## src/rtl/apb_master.sv

```systemverilog
// APB requester: accepts one valid/ready command, runs a single SETUP+ACCESS transfer,
// and returns read data with error/timeout status on a valid/ready response port.
module apb_master #(
    parameter int DW     = 32,
    parameter int AW     = 5,
    parameter int TO_CYC = 16,
    localparam int SW    = DW / 8
) (
    input  logic          pclk,
    input  logic          presetn,
    input  logic          i_cmd_valid,
    output logic          o_cmd_ready,
    input  logic          i_cmd_write,
    input  logic [AW-1:0] i_cmd_addr,
    input  logic [DW-1:0] i_cmd_wdata,
    input  logic [SW-1:0] i_cmd_strb,
    output logic          o_rsp_valid,
    input  logic          i_rsp_ready,
    output logic [DW-1:0] o_rsp_rdata,
    output logic          o_rsp_err,
    output logic          o_rsp_timeout,
    output logic [AW-1:0] o_paddr,
    output logic          o_pwrite,
    output logic          o_psel,
    output logic          o_penable,
    output logic [DW-1:0] o_pwdata,
    output logic [SW-1:0] o_pstrb,
    input  logic [DW-1:0] i_prdata,
    input  logic          i_pready,
    input  logic          i_pslverr
);

    localparam int CW = $clog2(TO_CYC + 1);

    typedef enum logic [1:0] {IDLE, SETUP, ACCESS, RESP} state_t;

    state_t        state_q, state_d;
    logic [CW-1:0] cnt_q, cnt_d;
    logic [AW-1:0] paddr_q, paddr_d;
    logic          pwrite_q, pwrite_d;
    logic          psel_q, psel_d;
    logic          penable_q, penable_d;
    logic [DW-1:0] pwdata_q, pwdata_d;
    logic [SW-1:0] pstrb_q, pstrb_d;
    logic          rsp_valid_q, rsp_valid_d;
    logic [DW-1:0] rsp_rdata_q, rsp_rdata_d;
    logic          rsp_err_q, rsp_err_d;
    logic          rsp_timeout_q, rsp_timeout_d;

    logic          last_wait;
    assign last_wait = (cnt_q == CW'(TO_CYC - 1));

    always_ff @(posedge pclk or negedge presetn) begin
        if (!presetn) begin
            state_q       <= IDLE;
            cnt_q         <= '0;
            paddr_q       <= '0;
            pwrite_q      <= 1'b0;
            psel_q        <= 1'b0;
            penable_q     <= 1'b0;
            pwdata_q      <= '0;
            pstrb_q       <= '0;
            rsp_valid_q   <= 1'b0;
            rsp_rdata_q   <= '0;
            rsp_err_q     <= 1'b0;
            rsp_timeout_q <= 1'b0;
        end else begin
            state_q       <= state_d;
            cnt_q         <= cnt_d;
            paddr_q       <= paddr_d;
            pwrite_q      <= pwrite_d;
            psel_q        <= psel_d;
            penable_q     <= penable_d;
            pwdata_q      <= pwdata_d;
            pstrb_q       <= pstrb_d;
            rsp_valid_q   <= rsp_valid_d;
            rsp_rdata_q   <= rsp_rdata_d;
            rsp_err_q     <= rsp_err_d;
            rsp_timeout_q <= rsp_timeout_d;
        end
    end

    always_comb begin
        state_d = state_q;
        case (state_q)
            IDLE:    if (i_cmd_valid) state_d = SETUP;
            SETUP:   state_d = ACCESS;
            ACCESS:  if (i_pready || last_wait) state_d = RESP;
            RESP:    if (i_rsp_ready) state_d = IDLE;
            default: state_d = IDLE;
        endcase
    end

    always_comb begin
        cnt_d         = cnt_q;
        paddr_d       = paddr_q;
        pwrite_d      = pwrite_q;
        psel_d        = psel_q;
        penable_d     = penable_q;
        pwdata_d      = pwdata_q;
        pstrb_d       = pstrb_q;
        rsp_valid_d   = rsp_valid_q;
        rsp_rdata_d   = rsp_rdata_q;
        rsp_err_d     = rsp_err_q;
        rsp_timeout_d = rsp_timeout_q;
        case (state_q)
            IDLE: begin
                if (i_cmd_valid) begin
                    paddr_d   = i_cmd_addr;
                    pwrite_d  = i_cmd_write;
                    pwdata_d  = i_cmd_wdata;
                    pstrb_d   = i_cmd_write ? i_cmd_strb : '0;
                    psel_d    = 1'b1;
                    penable_d = 1'b0;
                end
            end
            SETUP: begin
                penable_d = 1'b1;
                cnt_d     = '0;
            end
            ACCESS: begin
                // pwrite/pstrb drop with psel so they read 0 whenever the bus is idle
                if (i_pready) begin
                    psel_d        = 1'b0;
                    penable_d     = 1'b0;
                    pwrite_d      = 1'b0;
                    pstrb_d       = '0;
                    rsp_rdata_d   = (pwrite_q || i_pslverr) ? '0 : i_prdata;
                    rsp_err_d     = i_pslverr;
                    rsp_timeout_d = 1'b0;
                    rsp_valid_d   = 1'b1;
                end else if (last_wait) begin
                    psel_d        = 1'b0;
                    penable_d     = 1'b0;
                    pwrite_d      = 1'b0;
                    pstrb_d       = '0;
                    rsp_rdata_d   = '0;
                    rsp_err_d     = 1'b1;
                    rsp_timeout_d = 1'b1;
                    rsp_valid_d   = 1'b1;
                end else if (cnt_q != {CW{1'b1}}) begin
                    cnt_d = cnt_q + CW'(1);
                end
            end
            RESP: begin
                if (i_rsp_ready) rsp_valid_d = 1'b0;
            end
            default: ;
        endcase
    end

    assign o_cmd_ready   = (state_q == IDLE);
    assign o_rsp_valid   = rsp_valid_q;
    assign o_rsp_rdata   = rsp_rdata_q;
    assign o_rsp_err     = rsp_err_q;
    assign o_rsp_timeout = rsp_timeout_q;
    assign o_paddr       = paddr_q;
    assign o_pwrite      = pwrite_q;
    assign o_psel        = psel_q;
    assign o_penable     = penable_q;
    assign o_pwdata      = pwdata_q;
    assign o_pstrb       = pstrb_q;

endmodule
```

## config.mk

```make
export PLATFORM = sky130hd
export DESIGN_NAME = apb_master
export DESIGN_NICKNAME = d
export VERILOG_FILES = /design/src/rtl/apb_master.sv
export SDC_FILE = /design/constraint.sdc
export NUM_CORES = 1
export LEC_CHECK = 0
export CELL_PAD_IN_SITES_DETAIL_PLACEMENT = 1
export CELL_PAD_IN_SITES_GLOBAL_PLACEMENT = 2
export CORE_ASPECT_RATIO = 0.75
export CORE_UTILIZATION = 28
export DETAILED_ROUTE_END_ITERATION = 12
export GPL_TIMING_DRIVEN = 0
export MAX_ROUTING_LAYER = met4
export PLACE_DENSITY_LB_ADDON = 0.1
export SYNTH_ARGS = -nofsm -noshare
export SYNTH_HDL_FRONTEND = slang
export SYNTH_SLANG_ARGS = --single-unit
```

## constraint.sdc

```tcl
create_clock -name pclk -period 3.6 [get_ports pclk]
set_clock_uncertainty 0.05 [all_clocks]
set_input_delay 0.36 -clock pclk [delete_from_list [all_inputs] [get_ports pclk]]
set_output_delay 0.36 -clock pclk [all_outputs]
set_load 0.05 [all_outputs]
```

; Yosys cells after proc, flatten, opt, wreduce, memory -nomap -nowiden
; Index checks and enable logic that the tools add are counted.
[classes]
n_addsub = 1
eq_ne = 12
mux = 30
n_reduce_logical = 15
[ops]
columns = op, n
row1 = 32-bit 2-to-1 mux, 3
row2 = 4-bit 2-to-1 mux, 4
row3 = 5-bit 2-to-1 mux, 3
row4 = 2-bit != test (second input constant), 6
row5 = 3-bit AND reduction, 4
row6 = 1-bit 2-to-1 mux, 10
row7 = 5-bit one-hot mux with 2 select lines, 1
row8 = 2-bit one-hot mux with 4 select lines, 1
row9 = 4-bit one-hot mux with 2 select lines, 1
row10 = 2-bit nonzero test, 4
row11 = 2-bit 2-to-1 mux, 3
row12 = 1-bit one-hot mux with 2 select lines, 3
row13 = 5-bit by 1-bit adder with 5-bit output (second input constant), 1
row14 = 5-bit by 4-bit equality test with 1-bit output (second input constant), 1
row15 = 5-bit != test (second input constant), 1
row16 = 2-bit equality test (second input constant), 2
row17 = 2-bit AND reduction, 2
row18 = 4-bit AND reduction, 1
row19 = 3-bit != test (second input constant), 1
row20 = 1-bit one-hot mux with 3 select lines, 1
row21 = 3-bit nonzero test, 1
row22 = 2-bit by 1-bit equality test with 1-bit output (second input constant), 1
row23 = 2-bit logical NOT, 1
row24 = 1-bit logical OR, 2
[totals]
reg_bits = 86
wordCells = 70

; Depth between registers and ports, before layout
[logic_depth]
ltp_word = 5
mapped_depth = 6
mapped_depth_nobuf = 6

; Least setup slack after synthesis
; Ideal clock, no wire load.
[synth_path]
path_kind = register to register
from = register state_q[0]
to = register pwdata_q[12] (netlist: o_pwdata[12])
setup_ns = 0.125
arrival_ns = 1.812
required_time_ns = 3.425
slack_ns = 1.613
stages_incl_launch_ff = 7
synth_period_minus_slack_ns = 1.987
cell_sequence = dfrtp_1 -> inv_1 -> ha_1 -> nand2_1 -> buf_2 -> buf_2 -> mux2_2
[synth_via]
elab_chain_cells = 2
[synth_rtl]
columns = element, line
row1 = start: declaration, 37  ; state_t state_q, state_d;
row2 = start signal: assignment, 68  ; state_q <= state_d;
row3 = 2-bit logical NOT, --
row4 = net o_cmd_ready, 12  ; output logic o_cmd_ready,
row5 = 2-bit AND reduction (no line), --
row6 = end signal: assignment, 74  ; pwdata_q <= pwdata_d;
row7 = end: declaration, 43  ; logic [DW-1:0] pwdata_q, pwdata_d;
; The timed path passes the listed nets, and every way through them passes these cells.
; A chain may end at the register's enable or synchronous reset.

; Worst setup path in the final report
[layout_path]
from = register state_q[0]
to = output port o_cmd_ready
[layout_via]
elab_chain_cells = 1
[layout_rtl]
columns = element, line
row1 = 2-bit logical NOT, 152  ; assign o_cmd_ready = (state_q == IDLE);
row2 = end: declaration, 12
; Every way passes these cells.

==> metrics.log <==
INFO  metric run_status = finished clean
INFO  metric cpPeakStageDelay = 0.82 ns
INFO  metric reg2regPathDepth = 6
INFO  metric synth_top_cells_by_area = dfrtp_1, mux2_2, a22o_2, ha_1, a22o_1
INFO  metric layout.cells.non_filler = 572
INFO  metric worst_path_max_delay_cell = clkdlybuf4s50_1
INFO  metric ys_types = 34
INFO  metric yosys_most_used_dff = dfrtp_1
INFO  metric synth.most_common_cell = dfrtp_1
INFO  metric nFillCells = 1,244
INFO  metric headroom_to_the_max_slew_limit = between 50% and 60%
INFO  metric yosys_warnings = 0
INFO  metric unrepaired_setup_endpoints_after_global_routing = no
INFO  metric fp-row-count = 34
INFO  metric place_hpwl = 7080 um
INFO  metric leakage = between 2 and 2.5 nW
INFO  metric clock_tree.buffer_depth = 2
INFO  metric worstSetupStartpointType = register
INFO  metric flip_flop_and_latch_area = 2150 sq um
INFO  metric place.gp.congestion = roughly 0.7
INFO  metric synth-seq-area-share = 61.9%
INFO  metric synth-edff-count = 0
INFO  metric fin_crit_sh = about two thirds
INFO  metric synth_adder_area_share = 3.24%
INFO  metric timing.critical_path.fanout_max = 4
INFO  metric yosys_register_bits = 86
INFO  metric largest_net_degree_at_the_start_of_global_routing = 68
INFO  metric post_synth_inst_count = between 200 and 250
INFO  metric final.setup.tns = 0 ns
INFO  metric yosysTopAreaCellShare = approximately 62%
INFO  metric pre_cts_ws = 1.33 ns
INFO  metric synth_xor_xnor_area_share = 0.252%
INFO  metric postRouteWirelength = roughly 9600 um
INFO  metric largest_vdd_supply_drop = 0.000445 V
INFO  metric routedWlPerCell = 16.8 um
INFO  metric areaGrowthSynthToFinish = 61.0%
INFO  metric path_clk_slew = 0.06 ns
INFO  metric worst-endpoint-arrival = ~2 ns
INFO  metric netlist.top_cell.by_area = dfrtp_1
INFO  metric multi_input_area = 1220 sq um
INFO  metric detail_route.iter0.violations = 52
INFO  metric synthSimpleGateAreaFrac = 3.96%
INFO  metric final-hold-violation-count = 0
INFO  metric total_power = 5.78 mW
INFO  metric tightestPinTransition = 0.745 ns
INFO  metric grt_overall_usage = 16.3%
INFO  metric via_count_of_the_first_global_routing_pass = roughly 2,900
INFO  metric port-buffer-count = 159
INFO  metric antenna_cells_inserted = 0
INFO  metric drc = 0
INFO  metric cts_tree = built
INFO  metric synth_top_family_by_area = multiplexers
INFO  metric htree_levels = 3
INFO  metric wp_data_required = 3.19 ns
INFO  metric numCtsBuffers = 9
INFO  metric worstPathCellList = inv_1 > ha_1 > clkdlybuf4s50_1
INFO  metric mappedNetlistNets = between 300 and 400
INFO  metric detail_route.first_pass.iterations = 4
INFO  metric ctsRootBufferMaster = clkbuf_16
INFO  metric path_class = reg -> out
INFO  metric design.portCount = 160
INFO  metric final-max-slew-violation-count = 0
INFO  metric ys_async_sr_fraction = 100%
INFO  metric clock_sink_count = 86
INFO  metric synth_compound_area_share = between 10% and 20%
INFO  metric floorplan.initialDensity = 29.4%
INFO  metric finalCriticalPeriod = 2.37 ns
INFO  metric vias_per_cell = 4.55
INFO  metric final_net_count = 495
INFO  metric holdCritPathClass = in -> async
INFO  metric cts_resized = 0
INFO  metric wire_length_of_the_first_global_routing_pass = 15,300 um
INFO  metric max-cap-violations = 0
INFO  metric grt-ovfl-total = 0
INFO  metric netlist_top_cells_count = dfrtp_1, mux2_2, a22o_2
INFO  metric fp.coreArea = 11,800 sq um
INFO  metric dieArea = ~13,000 sq um
INFO  metric post_synthesis_mean_instance_area = 14.9 sq um
INFO  metric cellPowerDensity = 1030 nW/um^2
INFO  metric number_of_antenna_violating_nets_in_the_routed_design = 0
INFO  metric critical_path.endpoint_type = output pin
INFO  metric route.vias.total = 2,603
INFO  metric place_inst = about 560
INFO  metric chipHeight = about 98 um
INFO  metric post_synthesis_mux_area_share = 13.8%
INFO  metric fmax = 422 MHz
INFO  metric synth_area = around 3500 sq um
INFO  metric setup_slack = 1.23 ns
INFO  metric clkLatencyLatePin = 0.34 ns
INFO  metric die_w = 131 um
INFO  metric drive_above_1_share = 23.9%
INFO  metric antenna_found_initial = 0
INFO  metric finalSetupViolations = 0
==> logic make-up (layout without fill, tap and decap cells) <==
family,after synthesis,after routing
flops,86,86
compound gates,53,53
mux,43,43
simple gates,23,23
buf+inv,19,195
fa+ha+maj,9,9
xor+xnor,1,1
==> repair_timing <==
item | CTS | global route
buffers inserted | 0 | 0
hold buffers | 1 | 0
hold endpoints to repair | 19 | 0
==> placed cells by master, fill, tap and decap left out, types with 2 or more instances in the layout <==
| cell type | synthesis | final |
|---|---|---|
| dfrtp_1 | 86 | 86 |
| inv_1 | 7 | 7 |
| o21ai_0 | 2 | 2 |
| clkinv_2 | 0 | 2 |
| buf_6 | 3 | 3 |
| buf_2 | 8 | 8 |
| a22o_2 | 28 | 28 |
| nand2_1 | 10 | 10 |
| ha_1 | 9 | 9 |
| mux2_2 | 38 | 38 |
| nor3b_1 | 2 | 2 |
| clkdlybuf4s50_1 | 0 | 158 |
| a22o_1 | 8 | 8 |
| nor3_4 | 2 | 2 |
| clkbuf_16 | 0 | 9 |
| nor2_1 | 3 | 3 |
| mux2i_1 | 4 | 4 |
| buf_4 | 1 | 2 |
| a21oi_1 | 4 | 4 |
| a21o_1 | 2 | 2 |
==> worst max-delay path, delay by kind of cell, from the launching register on <==
| family | cells | cell delay [ns] |
|---|---|---|
| buffers and inverters | 2 | 0.96 |
| DFF | 1 | 0.43 |
| adders and majority gates | 1 | 0.23 |
==> through the flow <==
stage	hold WS (ns)	utilization, %	cell area [sq um]
finish	0.401	47.3	5600
global route	0.432	47.3	5600
CTS	0.401	47.3	5600
detailed placement	0.223	44.8	5300
global placement	0.428	44.6	5270
floorplan	0.0144	-	3480
==> where the power goes <==
part,internal (mW),total (mW),switching [mW]
combinational,1.22,3.24,2.02
sequential,1.38,1.62,0.239
clock,0.550,0.920,0.370
total,3.16,5.78,2.63
==> flip-flops by register name (all words and copies together) (netlist names), 2 cells and up <==
register and count:
o_rsp_rdata 32, o_paddr 5, cnt_q 5, state_q 2, o_pstrb 4, o_pwdata 32
==> cell type report <==
cell class,instances,area share [%]
repair buffers,161,29.1
well taps,162,3.62
inverters,7,0.470
plain buffers,12,1.45
clock buffers,11,4.34
multi-input cells,129,21.7
flip-flops and latches,86,38.5
clock inverters,4,0.850
==> final timing paths <==
check,start,to,slack [ns]
min,presetn,o_rsp_rdata[25],0.40
max in group asynchronous,presetn,o_paddr[2],2.46
max,state_q[0],o_cmd_ready,1.23
min reg2reg,o_pwdata[0],o_pwdata[0],0.45
max reg2reg,cnt_q[0],o_rsp_rdata[20],1.35
min in group pclk,o_pwdata[0],o_pwdata[0],0.45
==> metal layers <==
metal,GRT usage (%),up-vias,share of wire (%)
li1,-,1191,-
met1,20.3,1289,44
met2,23.2,113,44
met3,7.49,10,11
met4,5.57,0,1.4
met5,-,-,0
Power figures use the tool's default switching activity.
